<file path="src/rtl/awg_sweep_ctrl.sv">
// Frequency-sweep sequencer for the AWG generators: steps state_freq from f_start
// towards f_stop with a programmable dwell, in single, repeat or up-down mode.
module awg_sweep_ctrl (
  input  logic        clk,
  input  logic        rst,
  input  logic        start,
  input  logic        stop,
  input  logic [1:0]  mode,
  input  logic [13:0] f_start,
  input  logic [13:0] f_stop,
  input  logic [13:0] f_step,
  input  logic [15:0] dwell,
  input  logic [7:0]  amp_in,
  input  logic [7:0]  phase_in,
  output logic        en,
  output logic [13:0] state_freq,
  output logic [7:0]  state_amp,
  output logic [7:0]  state_phase,
  output logic        busy,
  output logic        done,
  output logic        wrap
);

  localparam logic [0:0] ST_IDLE = 1'b0;
  localparam logic [0:0] ST_RUN  = 1'b1;

  localparam logic [1:0] MODE_REPEAT = 2'd1;
  localparam logic [1:0] MODE_UPDOWN = 2'd2;

  localparam logic DIR_UP   = 1'b0;
  localparam logic DIR_DOWN = 1'b1;

  logic [0:0]  state_q, state_d;
  logic [15:0] cnt_q, cnt_d;
  logic        dir_q, dir_d;

  logic [1:0]  mode_q, mode_d;
  logic [13:0] f_start_q, f_start_d;
  logic [13:0] f_stop_q, f_stop_d;
  logic [13:0] f_step_q, f_step_d;
  logic [15:0] dwell_q, dwell_d;

  logic        en_q, en_d;
  logic [13:0] state_freq_q, state_freq_d;
  logic [7:0]  state_amp_q, state_amp_d;
  logic [7:0]  state_phase_q, state_phase_d;
  logic        busy_q, busy_d;
  logic        done_q, done_d;
  logic        wrap_q, wrap_d;

  logic [15:0] dwell_last;
  logic        boundary;
  logic [14:0] up_sum;
  logic        up_ok;
  logic [13:0] dn_diff;
  logic        dn_ok;

  // The up sum is one bit wider so a step past 16383 is seen as beyond f_stop, not wrapped.
  always_comb begin
    dwell_last = (dwell_q == 16'd0) ? 16'd0 : (dwell_q - 16'd1);
    boundary   = (cnt_q == dwell_last);
    up_sum     = {1'b0, state_freq_q} + {1'b0, f_step_q};
    up_ok      = (up_sum <= {1'b0, f_stop_q});
    dn_diff    = state_freq_q - f_step_q;
    dn_ok      = (state_freq_q >= f_step_q) && (dn_diff >= f_start_q);
  end

  always_comb begin
    logic reload_ap;
    reload_ap     = 1'b0;
    state_d       = state_q;
    cnt_d         = cnt_q;
    dir_d         = dir_q;
    mode_d        = mode_q;
    f_start_d     = f_start_q;
    f_stop_d      = f_stop_q;
    f_step_d      = f_step_q;
    dwell_d       = dwell_q;
    en_d          = en_q;
    state_freq_d  = state_freq_q;
    state_amp_d   = state_amp_q;
    state_phase_d = state_phase_q;
    busy_d        = busy_q;
    done_d        = 1'b0;
    wrap_d        = 1'b0;

    case (state_q)
      ST_IDLE: begin
        if (start && !stop) begin
          mode_d        = mode;
          f_start_d     = f_start;
          f_stop_d      = f_stop;
          f_step_d      = f_step;
          dwell_d       = dwell;
          state_freq_d  = f_start;
          state_amp_d   = amp_in;
          state_phase_d = phase_in;
          en_d          = 1'b1;
          busy_d        = 1'b1;
          cnt_d         = 16'd0;
          dir_d         = DIR_UP;
          state_d       = ST_RUN;
        end
      end

      ST_RUN: begin
        if (stop) begin
          state_d = ST_IDLE;
          en_d    = 1'b0;
          busy_d  = 1'b0;
          cnt_d   = 16'd0;
        end else if (!boundary) begin
          cnt_d = cnt_q + 16'd1;
        end else begin
          cnt_d     = 16'd0;
          reload_ap = 1'b1;
          if (dir_q == DIR_UP) begin
            if (up_ok) begin
              state_freq_d = up_sum[13:0];
            end else begin
              case (mode_q)
                MODE_REPEAT: begin
                  state_freq_d = f_start_q;
                  wrap_d       = 1'b1;
                end
                MODE_UPDOWN: begin
                  dir_d = DIR_DOWN;
                  if (dn_ok) state_freq_d = dn_diff;
                end
                default: begin
                  state_d   = ST_IDLE;
                  en_d      = 1'b0;
                  busy_d    = 1'b0;
                  done_d    = 1'b1;
                  reload_ap = 1'b0;
                end
              endcase
            end
          end else begin
            // Bottom reversal of an up-down sweep: climb back up and flag the new period.
            if (!dn_ok) begin
              dir_d  = DIR_UP;
              wrap_d = 1'b1;
              if (up_ok) state_freq_d = up_sum[13:0];
            end else begin
              state_freq_d = dn_diff;
            end
          end
        end
      end

      default: begin
        state_d = ST_IDLE;
      end
    endcase

    if (reload_ap) begin
      state_amp_d   = amp_in;
      state_phase_d = phase_in;
    end
  end

  always_ff @(posedge clk or posedge rst) begin
    if (rst) begin
      state_q       <= ST_IDLE;
      cnt_q         <= 16'd0;
      dir_q         <= DIR_UP;
      mode_q        <= 2'd0;
      f_start_q     <= 14'd0;
      f_stop_q      <= 14'd0;
      f_step_q      <= 14'd0;
      dwell_q       <= 16'd0;
      en_q          <= 1'b0;
      state_freq_q  <= 14'd0;
      state_amp_q   <= 8'd0;
      state_phase_q <= 8'd0;
      busy_q        <= 1'b0;
      done_q        <= 1'b0;
      wrap_q        <= 1'b0;
    end else begin
      state_q       <= state_d;
      cnt_q         <= cnt_d;
      dir_q         <= dir_d;
      mode_q        <= mode_d;
      f_start_q     <= f_start_d;
      f_stop_q      <= f_stop_d;
      f_step_q      <= f_step_d;
      dwell_q       <= dwell_d;
      en_q          <= en_d;
      state_freq_q  <= state_freq_d;
      state_amp_q   <= state_amp_d;
      state_phase_q <= state_phase_d;
      busy_q        <= busy_d;
      done_q        <= done_d;
      wrap_q        <= wrap_d;
    end
  end

  assign en          = en_q;
  assign state_freq  = state_freq_q;
  assign state_amp   = state_amp_q;
  assign state_phase = state_phase_q;
  assign busy        = busy_q;
  assign done        = done_q;
  assign wrap        = wrap_q;

endmodule

</file>
<file path="config.mk">
export PLATFORM = sky130hd
export DESIGN_NAME = awg_sweep_ctrl
export DESIGN_NICKNAME = d
export VERILOG_FILES = /design/src/rtl/awg_sweep_ctrl.sv
export SDC_FILE = /design/constraint.sdc
export NUM_CORES = 1
export LEC_CHECK = 0
export CELL_PAD_IN_SITES_DETAIL_PLACEMENT = 1
export CELL_PAD_IN_SITES_GLOBAL_PLACEMENT = 1
export CORE_MARGIN = 2
export CORE_UTILIZATION = 39
export DETAILED_ROUTE_END_ITERATION = 16
export PLACE_DENSITY_LB_ADDON = 0.05
export SKIP_CTS_REPAIR_TIMING = 1
export SLEW_MARGIN = 20
export SYNTH_ARGS = -nofsm -noshare
export SYNTH_HDL_FRONTEND = slang
export SYNTH_SLANG_ARGS = --single-unit
export TNS_END_PERCENT = 10
</file>
<file path="constraint.sdc">
create_clock -name clk -period 4.5 [get_ports clk]
set_input_delay 0.45 -clock clk [delete_from_list [all_inputs] [get_ports clk]]
set_output_delay 0.45 -clock clk [all_outputs]
set_load 0.005 [all_outputs]
</file>
==> results of run 1 <==
-- cell type report --
type | count | area share
Clock buffer | 10 | 0.0199
Clock inverter | 6 | 0.00490
Inverter | 77 | 0.0254
Multi-Input combinational cell | 719 | 0.496
Sequential cell | 111 | 0.242
Tap cell | 275 | 0.0299
Timing Repair Buffer | 232 | 0.182
-- cell usage after synthesis, drive strengths merged, types with 20 or more instances --
cell type,number,area [sq um]
a21oi,39,199
mux2,40,488
dfrtp,111,2780
nor3,22,110
o21ai,72,360
clkbuf,44,165
a211oi,20,150
nor2,48,180
xnor2,24,210
nand2,89,334
ha,60,751
nand3,25,125
inv,76,285
-- final timing paths --
check / depth (start not counted) / slack, ns / endpoint / startpoint
max: 21 / -0.1 / state_freq[6] / f_step_q[0]
min in group asynchronous: 2 / 0.63 / f_stop_q[6] / rst
min reg2reg: 1 / 0.51 / state_amp[2] / state_amp[2]
max reg2reg: 21 / -0.1 / state_freq[6] / f_step_q[0]
min: 1 / 0.51 / state_amp[2] / state_amp[2]
max in group asynchronous: 3 / 3.11 / f_step_q[9] / rst
-- power breakdown --
group          total (W)  internal (W)  switching [W]
Sequential       0.00144       0.00120       0.000233
Combinational    0.00632       0.00294        0.00339
Clock           0.000816      0.000388       0.000428
-- flip-flops by register name, indices dropped and copies added, names as in the netlist --
| register | count |
|---|---|
| busy | 1 |
| cnt_q | 16 |
| dir_q | 1 |
| done | 1 |
| dwell_q | 16 |
| f_start_q | 14 |
| f_step_q | 14 |
| f_stop_q | 14 |
| mode_q | 2 |
| state_amp | 8 |
| state_freq | 14 |
| state_phase | 8 |
| state_q | 1 |
| wrap | 1 |
-- layout by cell type (no fill, tap or decap), types with 11 or more instances in the layout --
cell type,count
clkdlybuf4s50_1,113
buf_4,111
dfrtp_1,110
nand2_1,87
inv_1,73
o21ai_0,70
ha_1,48
nor2_1,43
a21oi_1,35
xnor2_1,23
nand3_1,21
nor3_1,21
mux2_4,21
mux2_2,18
a211oi_1,17
o211ai_1,17
nor4_1,14
a21o_1,12
nor3b_1,12
nand2b_1,11
nand4_1,11
o311ai_0,11
o21a_1,11
-- cell families after synthesis --
group | after synthesis | share of synthesized area
flops | 111 | 0.328
xor+xnor | 27 | 0.0279
mux | 47 | 0.0659
fa+ha+maj | 62 | 0.0934
compound gates | 284 | 0.233
buf+inv | 132 | 0.0625
simple gates | 299 | 0.189
-- metrics by stage --
stage	worst slack, ns	setup TNS, ns	power (W)	hold slack [ns]	utilization
2_1_floorplan	0.0252	0	0.00431	0.487	-
3_3_place_gp	-0.277	-5.82	0.00680	0.488	0.504
3_5_place_dp	-0.399	-9.21	0.00690	0.495	0.504
4_1_cts	-0.529	-13.65	0.00778	0.513	0.517
5_1_grt	-0.239	-4.11	0.00918	0.534	0.544
6_report	-0.0961	-0.238	0.00857	0.512	0.544
-- per-layer routing --
layer / GRT usage / routed length (um) / part of all wire / up-vias
met5: 0 / 0 / 0 / -
met4: 0.0621 / 671 / 0.022 / 0
met3: 0.0377 / 1660 / 0.054 / 43
met2: 0.413 / 14000 / 0.46 / 248
met1: 0.375 / 14300 / 0.47 / 4138
li1: - / - / - / 3928
==> impl_metrics.yaml, run 1 <==
detailed_routing:
  ant_nets: 0
  wl_mm: 30.6
  drt_first_pass_iters: 5
  dr.first_iter.drc_count: 541
  drc: 0
  avgRoutedWirePerCell_um: 21.4
  via_count: 8357
  viasPerCell: 5.84
global_routing:
  grt_first_pass_wirelength_mm: 45.8
  grt.overflow.total: 0
  antenna_found_initial: 0
  grt_pass1_vias: 8184
  grtUsageTotal: 0.261
  grt_max_degree: 74
cells_and_area:
  final_nets: 1292
  drive_gt1_frac: 0.220
  ff_latch_area_sq_mm: 0.00278
  multi_input_area_sq_mm: 0.00570
  antenna_cells: 0
  area.growth.synth_to_final_pct: 35.9
  instances_no_fill: 1430
  finalInstanceArea_sq_mm: 0.0115
  fill_cells: 2474
clock_network:
  max-clock-path-buffers: 2
  cts_max_level: 3
  cts_sinks: 111
  root_buffer: "clkbuf_16"
  path_clk_slew_ns: 0.08
  cts_tree: "built"
  cts_inserted_buffers: 9
  clock_latency_ns: 0.37
die:
  die_h_um: 151
  core-area_sq_mm: 0.0212
  start_util: 0.400
  die_area_sq_mm: 0.0229
  boundaryPins: 114
  fp.dieW_um: 151
  fp-row-count: 53
timing:
  hold_viol: 0
  fin_skew_ns: 0.00943
  fin_ws_ns: -0.0961
  drv_slew: 0
  setup-violations-final: 5
  period_needed_ns: 4.60
  max_freq_ghz: 0.218
  timing.slew.headroom: 0.339
  period_share: 1.02
  worst_slew_pin_slew_ns: 0.991
  rsz0062_at_grt: "true"
setup_path:
  crit_family: "compound AO/OA/AOI/OAI gates"
  crit_path_top_delay_cell: "a2111o_1"
  start_kind: "register"
  end_kind: "register"
  crit_path_max_fanout: 6
  worst-path-buf-inv: 4
  max_stage_delay_ns: 0.48
  crit_chain: "ha_4 > inv_2 > fa_2 > o21bai_4 > a2111o_1 > a31o_4 > a31oi_4 > a221oi_2 > xnor2_1 > ha_1 > nand4_1 > buf_4 > nor4_4 > a31oi_2 > or3_4 > a21oi_4 > buf_6 > buf_6 > o211ai_1 > a31oi_2 > mux2_4"
  path_class: "reg -> reg"
  crit_required_ns: 4.81
  cp_data_arrival_time_ns: 4.91
power:
  p_leak_nw: 4.81
  powerDensity_mw_per_mm2: 746
  ir_drop_uv: 340
placement:
  gp_congestion: 0.929
  placed_cell_area_sq_mm: 0.0107
  placed_cells: 1408
  place_hpwl_mm: 22.8
  numPortBuffers: 113
job:
  drv_cap: 0
logic_synthesis:
  yosysSeqAreaShare: 0.328
  yosysWarnings: 0
  yosysUniqueCellTypes: 77
  synth-seq-cells: 111
  netlist_area_sq_mm: 0.00846
  avgSynthCellArea_sq_um: 8.80
  synthFlopType: "dfrtp_1"
  synth-edff-count: 0
  synth_nets: 1104
  syn_inst: 962
  synthArstFlopShare: 1.00
outcome:
  status: "finished with violations"
  violations: "negative setup slack"
worst_hold_path:
  hold_path.class: "reg -> reg"
No activity file was read; power rests on OpenSTA's default activity.
==> run 2: changes to the inputs <==
--- a/config.mk
+++ b/config.mk
@@ -8,7 +8,7 @@
 export CELL_PAD_IN_SITES_DETAIL_PLACEMENT = 1
 export CELL_PAD_IN_SITES_GLOBAL_PLACEMENT = 1
 export CORE_MARGIN = 2
-export CORE_UTILIZATION = 39
+export CORE_UTILIZATION = 40
 export DETAILED_ROUTE_END_ITERATION = 16
 export PLACE_DENSITY_LB_ADDON = 0.05
 export SKIP_CTS_REPAIR_TIMING = 1
==> constraint.sdc (replaced) <==
create_clock -name clk -period 5.1 [get_ports clk]
set_input_delay 0.51 -clock clk [delete_from_list [all_inputs] [get_ports clk]]
set_output_delay 0.51 -clock clk [all_outputs]
set_load 0.005 [all_outputs]
==> run 2 against run 1 <==
Effect of this change: the run now ends clean; non-clock buffer count is 64 lower; worst setup slack better by 0.35 ns; final cell count decreased by 4.5%; first-iteration DRC count fell by 30%; global-route usage rose by 0.36 points; total power down 25%; sequential power is 13% lower; die area fell by 2.4%; sequential cell count unchanged; cell area shrank 9.0%; maximum frequency fell by 5.1%; critical path depth down 2; largest cell class unchanged.
==> impl_metrics.yaml, run 2 (synthesized netlist as in run 1, its figures left out) <==
setup_path:
  start_kind: "register"
  crit_path_max_fanout: 7
  cp_data_arrival_time_ns: 5.10
  reg2regPathDepth: 19
  crit_required_ns: 5.35
  rr_startpoint: "state_freq[3]"
  end_kind: "register"
  reg2reg_slack_ns: 0.25
  crit_start: "state_freq[3]"
  r2r_end: "state_freq[7]"
  path_class: "reg -> reg"
outcome:
  status: "finished, final reports clean"
clock_network:
  clock_latency_ns: 0.37
  path_clk_slew_ns: 0.08
  cts_sinks: 111
  cts_inserted_buffers: 9
  cts_tree: "built"
  cts_max_level: 3
  root_buffer: "clkbuf_16"
  max-clock-path-buffers: 2
detailed_routing:
  dr.first_iter.drc_count: 379
  viasPerCell: 5.86
  wl_mm: 28.6
  avgRoutedWirePerCell_um: 21.0
  via_count: 8004
  drc: 0
  ant_nets: 0
  drt_first_pass_iters: 5
timing:
  max_freq_ghz: 0.206
  hold_viol: 0
  fin_skew_ns: 0.0135
  tns_ns: 0
  setup-violations-final: 0
  timing.slew.headroom: 0.383
  worst_slew_pin_slew_ns: 0.916
  period_needed_ns: 4.85
  period_share: 0.950
  drv_slew: 0
  fin_ws_ns: 0.255
power:
  p_int_w: 0.00325
  power.switching_w: 0.00315
  ir_drop_uv: 293
  powerDensity_mw_per_mm2: 612
  p_leak_nw: 4.37
  power_frac_seq: 0.195
  combPwrFrac: 0.692
  clkPwrFrac: 0.113
  swShare: 0.492
cells_and_area:
  top_regs: "cnt_q x16, dwell_q x16"
  instances_no_fill: 1366
  antenna_cells: 0
  multi_input_area_sq_mm: 0.00520
  fill_cells: 2426
  area.growth.synth_to_final_pct: 23.7
  final_common_cell: "clkdlybuf4s50_1"
  ff_latch_area_sq_mm: 0.00278
  drive_gt1_frac: 0.122
  final_nets: 1228
  layout_common_cells: "113 x clkdlybuf4s50_1, 111 x dfrtp_1, 89 x nand2_1"
global_routing:
  grt_max_degree: 76
  grtUsageTotal: 0.264
  grt_pass1_vias: 8118
  grt.overflow.total: 0
  grt_first_pass_wirelength_mm: 45.8
  antenna_found_initial: 1
worst_hold_path:
  hold_path.class: "reg -> reg"
  hold_depth: 1
  min_to: "state_amp[4]"
  hp-start: "state_amp[4]"
die:
  core-area_sq_mm: 0.0209
  fp-row-count: 53
  die_area_sq_mm: 0.0223
  boundaryPins: 114
  start_util: 0.405
  fp.dieW_um: 149
  die_h_um: 149
placement:
  gp_congestion: 0.908
  place_hpwl_mm: 22.1
  numPortBuffers: 113
  post-place-ws_ns: -0.269
  placed_cells: 1349
job:
  drv_cap: 0
==> run 2: cell types whose count changed in the layout (fill, tap and decap cells not counted), moves of 4 or more <==
| cell | previous run | this run |
|---|---|---|
| nor2_1 | 43 | 47 |
| mux2_4 | 21 | 10 |
| mux2_2 | 18 | 28 |
| ha_1 | 48 | 60 |
| ha_4 | 10 | 0 |
| buf_4 | 111 | 54 |
| nand3_1 | 21 | 25 |
| nand3_2 | 4 | 0 |
| buf_12 | 5 | 1 |
| a31oi_1 | 5 | 11 |
| a31oi_2 | 4 | 0 |
==> run 2: metal layers <==
metal / vias up / GRT usage / part of all wire
li1: 3808 / - / -
met5: - / 0 / 0.00045
met3: 38 / 0.0479 / 0.056
met1: 3919 / 0.359 / 0.45
met4: 2 / 0.0662 / 0.021
met2: 237 / 0.436 / 0.47
==> run 2: how the worst max path moves through the flow <==
stage / to / slack, ns / cells past startpoint
finish: state_freq[7] / 0.25 / 19
global route: state_freq[10] / -0.007 / 19
CTS: state_phase[7] / -0.31 / 18
detailed placement: state_amp[3] / -0.27 / 18
global placement: state_phase[7] / -0.17 / 18
floorplan: state_freq[0] / 0.21 / 18
==> run 2: critical path, stage by stage, from the launching register on <==
cell	delay, ns
dfrtp_1	0.43
ha_1	0.37
buf_4	0.18
and2_1	0.13
o21ai_0	0.18
buf_4	0.16
nand4_1	0.22
a311oi_1	0.50
nor2_1	0.14
ha_1	0.32
a211o_1	0.31
a21oi_1	0.17
o211ai_1	0.19
a221oi_1	0.33
buf_4	0.22
nor2_1	0.05
buf_4	0.20
a311oi_1	0.26
a31oi_1	0.11
mux2_2	0.26
==> run 2: layout make-up <==
class | count | share of cell area
clock inverters | 7 | 0.00598
multi-input cells | 719 | 0.497
clock buffers | 9 | 0.0215
well taps | 275 | 0.0329
inverters | 77 | 0.0281
flip-flops and latches | 111 | 0.265
repair buffers | 168 | 0.149
==> run 2: power by group through the flow <==
stage / logic, W / registers, W / clock network (W)
after floorplan: 0.00255 / 0.00120 / 0
after global placement: 0.00423 / 0.00126 / 0
after detailed placement: 0.00431 / 0.00127 / 0
after CTS: 0.00435 / 0.00125 / 0.000745
after global routing: 0.00482 / 0.00128 / 0.000784
final: 0.00443 / 0.00125 / 0.000722
==> run 2: through the flow <==
step           hold slack, ns  instance area (sq um)   util  power, W
2_1_floorplan           0.487                   8460      -   0.00375
3_3_place_gp            0.488                  10100  0.485   0.00549
3_5_place_dp            0.495                  10100  0.485   0.00558
4_1_cts                 0.513                  10400  0.498   0.00635
5_1_grt                 0.523                  10500  0.501   0.00689
6_report                0.509                  10500  0.501   0.00640
